## src/rtl/led_mode_sequencer.sv

```systemverilog
// led_mode_sequencer: push-button driven display-mode controller for the
// two-LED starter kit. Debounces the raw button, classifies short/long
// presses, steps the display from a free-running prescaled tick and drives
// registered LED and MODE outputs.
module led_mode_sequencer #(
  parameter int DB_CYCLES  = 500000,
  parameter int TICK_DIV   = 131072,
  parameter int LONG_TICKS = 256,
  parameter int PWM_BITS   = 4
) (
  input  logic       CLK,
  input  logic       RESET,
  input  logic       PB_SW,
  output logic [1:0] LED,
  output logic [1:0] MODE
);

  localparam int DB_W   = (DB_CYCLES > 2) ? $clog2(DB_CYCLES) : 1;
  localparam int TICK_W = (TICK_DIV > 2) ? $clog2(TICK_DIV) : 1;
  localparam int HOLD_W = $clog2(LONG_TICKS + 1);

  localparam logic [DB_W-1:0]     DB_LAST   = DB_W'(DB_CYCLES - 1);
  localparam logic [TICK_W-1:0]   TICK_LAST = TICK_W'(TICK_DIV - 1);
  localparam logic [HOLD_W-1:0]   HOLD_MAX  = HOLD_W'(LONG_TICKS);
  localparam logic [HOLD_W-1:0]   HOLD_LAST = HOLD_W'(LONG_TICKS - 1);
  localparam logic [PWM_BITS-1:0] DUTY_MAX  = {PWM_BITS{1'b1}};

  typedef enum logic [1:0] {
    M_OFF   = 2'd0,
    M_BLINK = 2'd1,
    M_SHIFT = 2'd2,
    M_DIM   = 2'd3
  } mode_e;

  // ---------------------------------------------------------------------
  // Button synchroniser and debounce
  // ---------------------------------------------------------------------
  logic            sync1_q, sync2_q;
  logic            pb_stable_q, pb_stable_d;
  logic [DB_W-1:0] db_cnt_q, db_cnt_d;
  logic            db_mismatch, db_done;
  logic            press_p, release_p;

  // Two-flop synchroniser; idle level (released) is 1.
  always_ff @(posedge CLK) begin
    if (RESET) begin
      sync1_q <= 1'b1;
      sync2_q <= 1'b1;
    end else begin
      sync1_q <= PB_SW;
      sync2_q <= sync1_q;
    end
  end

  assign db_mismatch = (sync2_q != pb_stable_q);
  assign db_done     = db_mismatch && (db_cnt_q == DB_LAST);
  // Events fire in the cycle the stable level is about to flip.
  assign press_p     = db_done &  pb_stable_q;
  assign release_p   = db_done & ~pb_stable_q;

  // Qualify a level change only after DB_CYCLES consecutive mismatching cycles.
  always_comb begin
    db_cnt_d    = '0;
    pb_stable_d = pb_stable_q;
    if (db_mismatch) begin
      if (db_cnt_q == DB_LAST) pb_stable_d = sync2_q;
      else                     db_cnt_d    = db_cnt_q + 1'b1;
    end
  end

  // Debounce state register.
  always_ff @(posedge CLK) begin
    if (RESET) begin
      pb_stable_q <= 1'b1;
      db_cnt_q    <= '0;
    end else begin
      pb_stable_q <= pb_stable_d;
      db_cnt_q    <= db_cnt_d;
    end
  end

  // ---------------------------------------------------------------------
  // Display-tick prescaler (free-running, never restarted by mode changes)
  // ---------------------------------------------------------------------
  logic [TICK_W-1:0] tick_cnt_q, tick_cnt_d;
  logic              tick;

  assign tick = (tick_cnt_q == TICK_LAST);

  // Wrap the prescaler at TICK_DIV-1.
  always_comb begin
    tick_cnt_d = tick ? '0 : tick_cnt_q + 1'b1;
  end

  // Prescaler register.
  always_ff @(posedge CLK) begin
    if (RESET) tick_cnt_q <= '0;
    else       tick_cnt_q <= tick_cnt_d;
  end

  // ---------------------------------------------------------------------
  // Long-press timer
  // ---------------------------------------------------------------------
  logic [HOLD_W-1:0] hold_cnt_q, hold_cnt_d;
  logic              long_seen_q, long_seen_d;
  logic              long_fire;

  // One-shot: the tick that brings hold_cnt to LONG_TICKS while held.
  assign long_fire = ~pb_stable_q & tick & ~long_seen_q & (hold_cnt_q == HOLD_LAST);

  // Count ticks of continuous hold, saturating at LONG_TICKS.
  always_comb begin
    hold_cnt_d  = hold_cnt_q;
    long_seen_d = long_seen_q;
    if (press_p) begin
      hold_cnt_d  = '0;
      long_seen_d = 1'b0;
    end else if (~pb_stable_q && tick && (hold_cnt_q != HOLD_MAX)) begin
      hold_cnt_d = hold_cnt_q + 1'b1;
    end
    if (long_fire) long_seen_d = 1'b1;
  end

  // Hold timer register.
  always_ff @(posedge CLK) begin
    if (RESET) begin
      hold_cnt_q  <= '0;
      long_seen_q <= 1'b0;
    end else begin
      hold_cnt_q  <= hold_cnt_d;
      long_seen_q <= long_seen_d;
    end
  end

  // ---------------------------------------------------------------------
  // Mode FSM
  // ---------------------------------------------------------------------
  mode_e mode_q, mode_d;
  logic  advance, entry;

  // A short press advances on release; a release after a long press is swallowed.
  assign advance = release_p & ~long_seen_q;
  assign entry   = long_fire | advance;

  // Next-mode selection; long press forcing OFF wins over a coincident release.
  always_comb begin
    mode_d = mode_q;
    if (long_fire) begin
      mode_d = M_OFF;
    end else if (advance) begin
      case (mode_q)
        M_OFF:   mode_d = M_BLINK;
        M_BLINK: mode_d = M_SHIFT;
        M_SHIFT: mode_d = M_DIM;
        default: mode_d = M_OFF;
      endcase
    end
  end

  // Mode state register.
  always_ff @(posedge CLK) begin
    if (RESET) mode_q <= M_OFF;
    else       mode_q <= mode_d;
  end

  // ---------------------------------------------------------------------
  // Display pattern state
  // ---------------------------------------------------------------------
  logic                phase_q, phase_d;
  logic [1:0]          shift_q, shift_d;
  logic [PWM_BITS-1:0] pwm_cnt_q, pwm_cnt_d;
  logic [PWM_BITS-1:0] duty_q, duty_d;
  logic                dir_up_q, dir_up_d;

  // Per-mode pattern stepping; mode entry reinitialises and beats a same-cycle tick.
  always_comb begin
    phase_d   = phase_q;
    shift_d   = shift_q;
    pwm_cnt_d = pwm_cnt_q;
    duty_d    = duty_q;
    dir_up_d  = dir_up_q;
    if (entry) begin
      phase_d   = 1'b0;
      shift_d   = 2'b10;
      pwm_cnt_d = '0;
      duty_d    = '0;
      dir_up_d  = 1'b1;
    end else begin
      if (mode_q == M_DIM) pwm_cnt_d = pwm_cnt_q + 1'b1;
      if (tick) begin
        case (mode_q)
          M_BLINK: phase_d = ~phase_q;
          M_SHIFT: shift_d = {shift_q[0], shift_q[1]};
          M_DIM: begin
            // Triangle ramp; each endpoint is held for one tick while turning.
            if (dir_up_q) begin
              if (duty_q == DUTY_MAX) dir_up_d = 1'b0;
              else                    duty_d   = duty_q + 1'b1;
            end else begin
              if (duty_q == '0) dir_up_d = 1'b1;
              else              duty_d   = duty_q - 1'b1;
            end
          end
          default: ;
        endcase
      end
    end
  end

  // Pattern state register.
  always_ff @(posedge CLK) begin
    if (RESET) begin
      phase_q   <= 1'b0;
      shift_q   <= 2'b10;
      pwm_cnt_q <= '0;
      duty_q    <= '0;
      dir_up_q  <= 1'b1;
    end else begin
      phase_q   <= phase_d;
      shift_q   <= shift_d;
      pwm_cnt_q <= pwm_cnt_d;
      duty_q    <= duty_d;
      dir_up_q  <= dir_up_d;
    end
  end

  // ---------------------------------------------------------------------
  // LED output
  // ---------------------------------------------------------------------
  logic [1:0] led_q, led_d;

  // LED value derived from current registered state; lands one cycle later.
  always_comb begin
    led_d = 2'b00;
    case (mode_q)
      M_BLINK: led_d = {phase_q, phase_q};
      M_SHIFT: led_d = shift_q;
      M_DIM:   led_d = {2{pwm_cnt_q < duty_q}};
      default: led_d = 2'b00;
    endcase
  end

  // LED output register.
  always_ff @(posedge CLK) begin
    if (RESET) led_q <= 2'b00;
    else       led_q <= led_d;
  end

  assign LED  = led_q;
  assign MODE = mode_q;

endmodule

```

## config.mk

```make
export PLATFORM = sky130hd
export DESIGN_NAME = led_mode_sequencer
export DESIGN_NICKNAME = d
export VERILOG_FILES = /design/src/rtl/led_mode_sequencer.sv
export SDC_FILE = /design/constraint.sdc
export NUM_CORES = 1
export LEC_CHECK = 0
export CELL_PAD_IN_SITES_DETAIL_PLACEMENT = 2
export CELL_PAD_IN_SITES_GLOBAL_PLACEMENT = 2
export CORE_ASPECT_RATIO = 0.9
export CORE_MARGIN = 5
export CORE_UTILIZATION = 38
export DETAILED_ROUTE_END_ITERATION = 12
export HOLD_SLACK_MARGIN = 0.08
export PLACE_DENSITY = 0.76
export SYNTH_ARGS = -nofsm -noshare
export SYNTH_HDL_FRONTEND = slang
export SYNTH_SLANG_ARGS = --single-unit
```

## constraint.sdc

```tcl
create_clock -name CLK -period 3.7 [get_ports CLK]
set_input_delay 0.555 -clock CLK [delete_from_list [all_inputs] [get_ports CLK]]
set_output_delay 0.555 -clock CLK [all_outputs]
set_load 0.02 [all_outputs]
```

==> out/qor.csv <==
stage;metric;value;unit
yosys;yosysUniqueCellTypes;48;
setup_path;cp_slowest_stage_delay;0.44;ns
clock_tree;cts_resized;0;
floorplanning;die_h;96.38;um
setup_path;required;3.97;ns
drt;routedWlPerCell;16.01;um
global_routing;overflow;0;
yosys;yosys.area.top_type;dfxtp_1;
floorplanning;die_area;10210;um2
layout;drive_gt1_frac;0.07427;
job;cap_viol_max_count;0;
yosys;yosys_warnings;0;
global_routing;grt_pass1_vias;2775;
drt;wirelength;7619;um
yosys;ys_seq_area_frac;0.4130;
clock_tree;clock_latency;0.34;ns
sta;worst_pin_slew;1.021;ns
sta;max_freq;335.6;MHz
power;pwr_density_cell;374.0;nW/um2
drt;avgViaCountPerCell;5.450;
yosys;synth_compound_area_frac;0.1068;
status;status;completed;
yosys;synth_most_common_cell;dfxtp_1;
layout;area_delta_synth_final;10.25;%
yosys;synth_top_family_by_area;simple AND/OR/NAND/NOR gates;
floorplanning;die_x;106.0;um
worst_hold_path;hold_path.class;register to register;
yosys;synth_fa_ha_area_frac;0.07387;
floorplanning;initial_core_util;0.3905;
yosys;syn_inst;366;
yosys;syn_area_per_cell;8.608;um2
yosys;yosys-top-cells-count;dfxtp_1, nor2_1, nand2_1, xnor2_1, inv_1;
drt;first_iter_violations;28;
sta;hold_viol;0;
layout;final_nets;394;
floorplanning;coreArea;8068;um2
clock_tree;postCtsHoldBufs;0;
setup_path;cp.arrival;3.25;ns
power;power;1.299;mW
setup_path;critPathLaunchType;register;
global_routing;antenna_found_initial;0;
setup_path;path_cells;ha_1, nand4_1, nor3_1, and3_1, ha_1, nor2b_1, nand4_1, or3_1, a21oi_1;
setup_path;crit_slowest_cell;nor3_1;
yosys;syn_area;3151;um2
global_routing;track_usage;0.1646;
drt;ant_nets;0;
sta;rsz0062_at_grt;no;
yosys;synth-edff-count;0;
placement;dp.final_hpwl;5436;um
clock_tree;cts_tree;done;
yosys;synthArstFlopShare;0;
sta;finalCriticalPeriod;2.980;ns
sta;finalSetupTns;0;ns
power;p_leak;1.199;nW
yosys;ys_ff_latch;65;
yosys;ys.flop_type;dfxtp_1;
floorplanning;pin_count;7;
layout;diodes;0;
clock_tree;cts_buffers;9;
setup_path;crit_path_max_fanout;11;
sta;whs;0.4292;ns
placement;place_area;3297;um2
sta;fin_crit_sh;0.8054;
drt;dr.pass1.iters;4;
drt;post-route-drc-count;0;
yosys;yosys.area_share.simple;0.2637;
setup_path;critPathCaptureType;register;
floorplanning;rows;31;
drt;vias;2594;
clock_tree;cts_root_buf;clkbuf_8;
clock_tree;htree_levels;3;
sta;relSlewSlack;0.3134;
clock_tree;clock_path_buffers;2;
yosys;synthesis.nets;387;
setup_path;crit_type;register to register;
clock_tree;clk_pin_slew_worst_paths;0.07;ns
yosys;synth-xor-area-share;0.09174;
yosys;synthTopCellsByArea;dfxtp_1, ha_1, nor2_1, xnor2_1, xor2_1;
power;vdd_drop_max;0.1879;mV
placement;io_buffers;6;
placement;gp_congestion;0.7848;
sta;drv_slew;0;
sta;setup_viol;0;
clock_tree;cts_setup_buffers;0;
global_routing;grt_pass1_wl;13400;um
layout;fin_area;3473;um2
layout;fin_util;0.4305;
global_routing;grt_max_degree;19;
sta;finalClockSkew;0.005534;ns
clock_tree;cts_sinks;65;
yosys;synth_top_area_share;0.4130;
yosys;synth_mux_area_frac;0.01271;
[metrics by stage]
stage / cells / worst slack, ns
floorplan: 366 / 1.106
global placement: 461 / 0.9009
detailed placement: 461 / 0.7171
CTS: 476 / 0.6808
global route: 476 / 0.3950
finish: 476 / 0.7202
[path summary, 6_finish.rpt]
path	from	endpoint	slack, ns	depth (start not counted)
setup / recovery	tick_cnt_q[0]	hold_cnt_q[7]	0.72	9
hold / removal	sync1_q	sync2_q	0.43	1
hold reg to reg	sync1_q	sync2_q	0.43	1
setup reg to reg	tick_cnt_q[0]	hold_cnt_q[7]	0.72	9
[critical path, delay by kind of cell (launching register included)]
family	cells	cell delay, ns
and+or+nand+nor	6	1.80
adders and majority gates	2	0.61
DFF	1	0.35
AOI/OAI and AO/OA	1	0.14
[sequential cells by signal, indices dropped and copies added, names as in the netlist]
name         cells
hold_cnt_q       9
duty_q           4
pwm_cnt_q        4
LED              2
sync1_q          1
phase_q          1
db_cnt_q        19
tick_cnt_q      17
shift_q          2
long_seen_q      1
sync2_q          1
pb_stable_q      1
MODE             2
dir_up_q         1
[cells by family after synthesis]
| logic type | after synthesis |
|---|---|
| multiplexers | 4 |
| AND/OR/NAND/NOR | 164 |
| adder cells (fa/ha/maj) | 18 |
| flip-flops | 65 |
| XOR/XNOR | 33 |
| buffers and inverters | 31 |
| AO/OA/AOI/OAI | 51 |
[layer usage]
layer | up-vias | GRT usage | wire length, um
li1 | 1293 | - | -
met1 | 1273 | 0.1913 | 3576
met2 | 20 | 0.2935 | 3777
met3 | 8 | 0.04718 | 189
met4 | 0 | 0.05717 | 76
met5 | - | 0 | 0
[cells in the final DEF, fill, tap and decap left out, types with 5 or more instances in the layout]
master	Yosys	final
a21oi_1	14	14
nor4_1	9	9
inv_1	20	20
nor3_1	14	14
nand2_1	27	27
nor2_1	49	49
ha_1	17	17
xor2_1	12	12
a211oi_1	5	5
nand4_1	8	8
and3_1	6	6
clkbuf_8	0	9
o21ai_0	11	11
nand3_1	18	18
dfxtp_1	65	65
or2_2	6	6
and2_1	5	5
clkdlybuf4s50_1	0	6
xnor2_1	21	21
[layout make-up]
type                            count  area [um2]
Clock inverter                      4       45.04
Clock buffer                       11       131.4
Timing Repair Buffer                7       67.56
Sequential cell                    65        1301
Fill cell                         930        4594
Multi-Input combinational cell    270        1729
Tap cell                           99       123.9
Inverter                           20       75.07
[power by group]
group / internal, mW / leakage, nW / switching [mW]
sequential: 0.704 / 0.525 / 0.00320
clock: 0.304 / 0.0929 / 0.264
combinational: 0.00829 / 0.582 / 0.0157
total: 1.02 / 1.20 / 0.283
(Power assumes the default switching activity.)
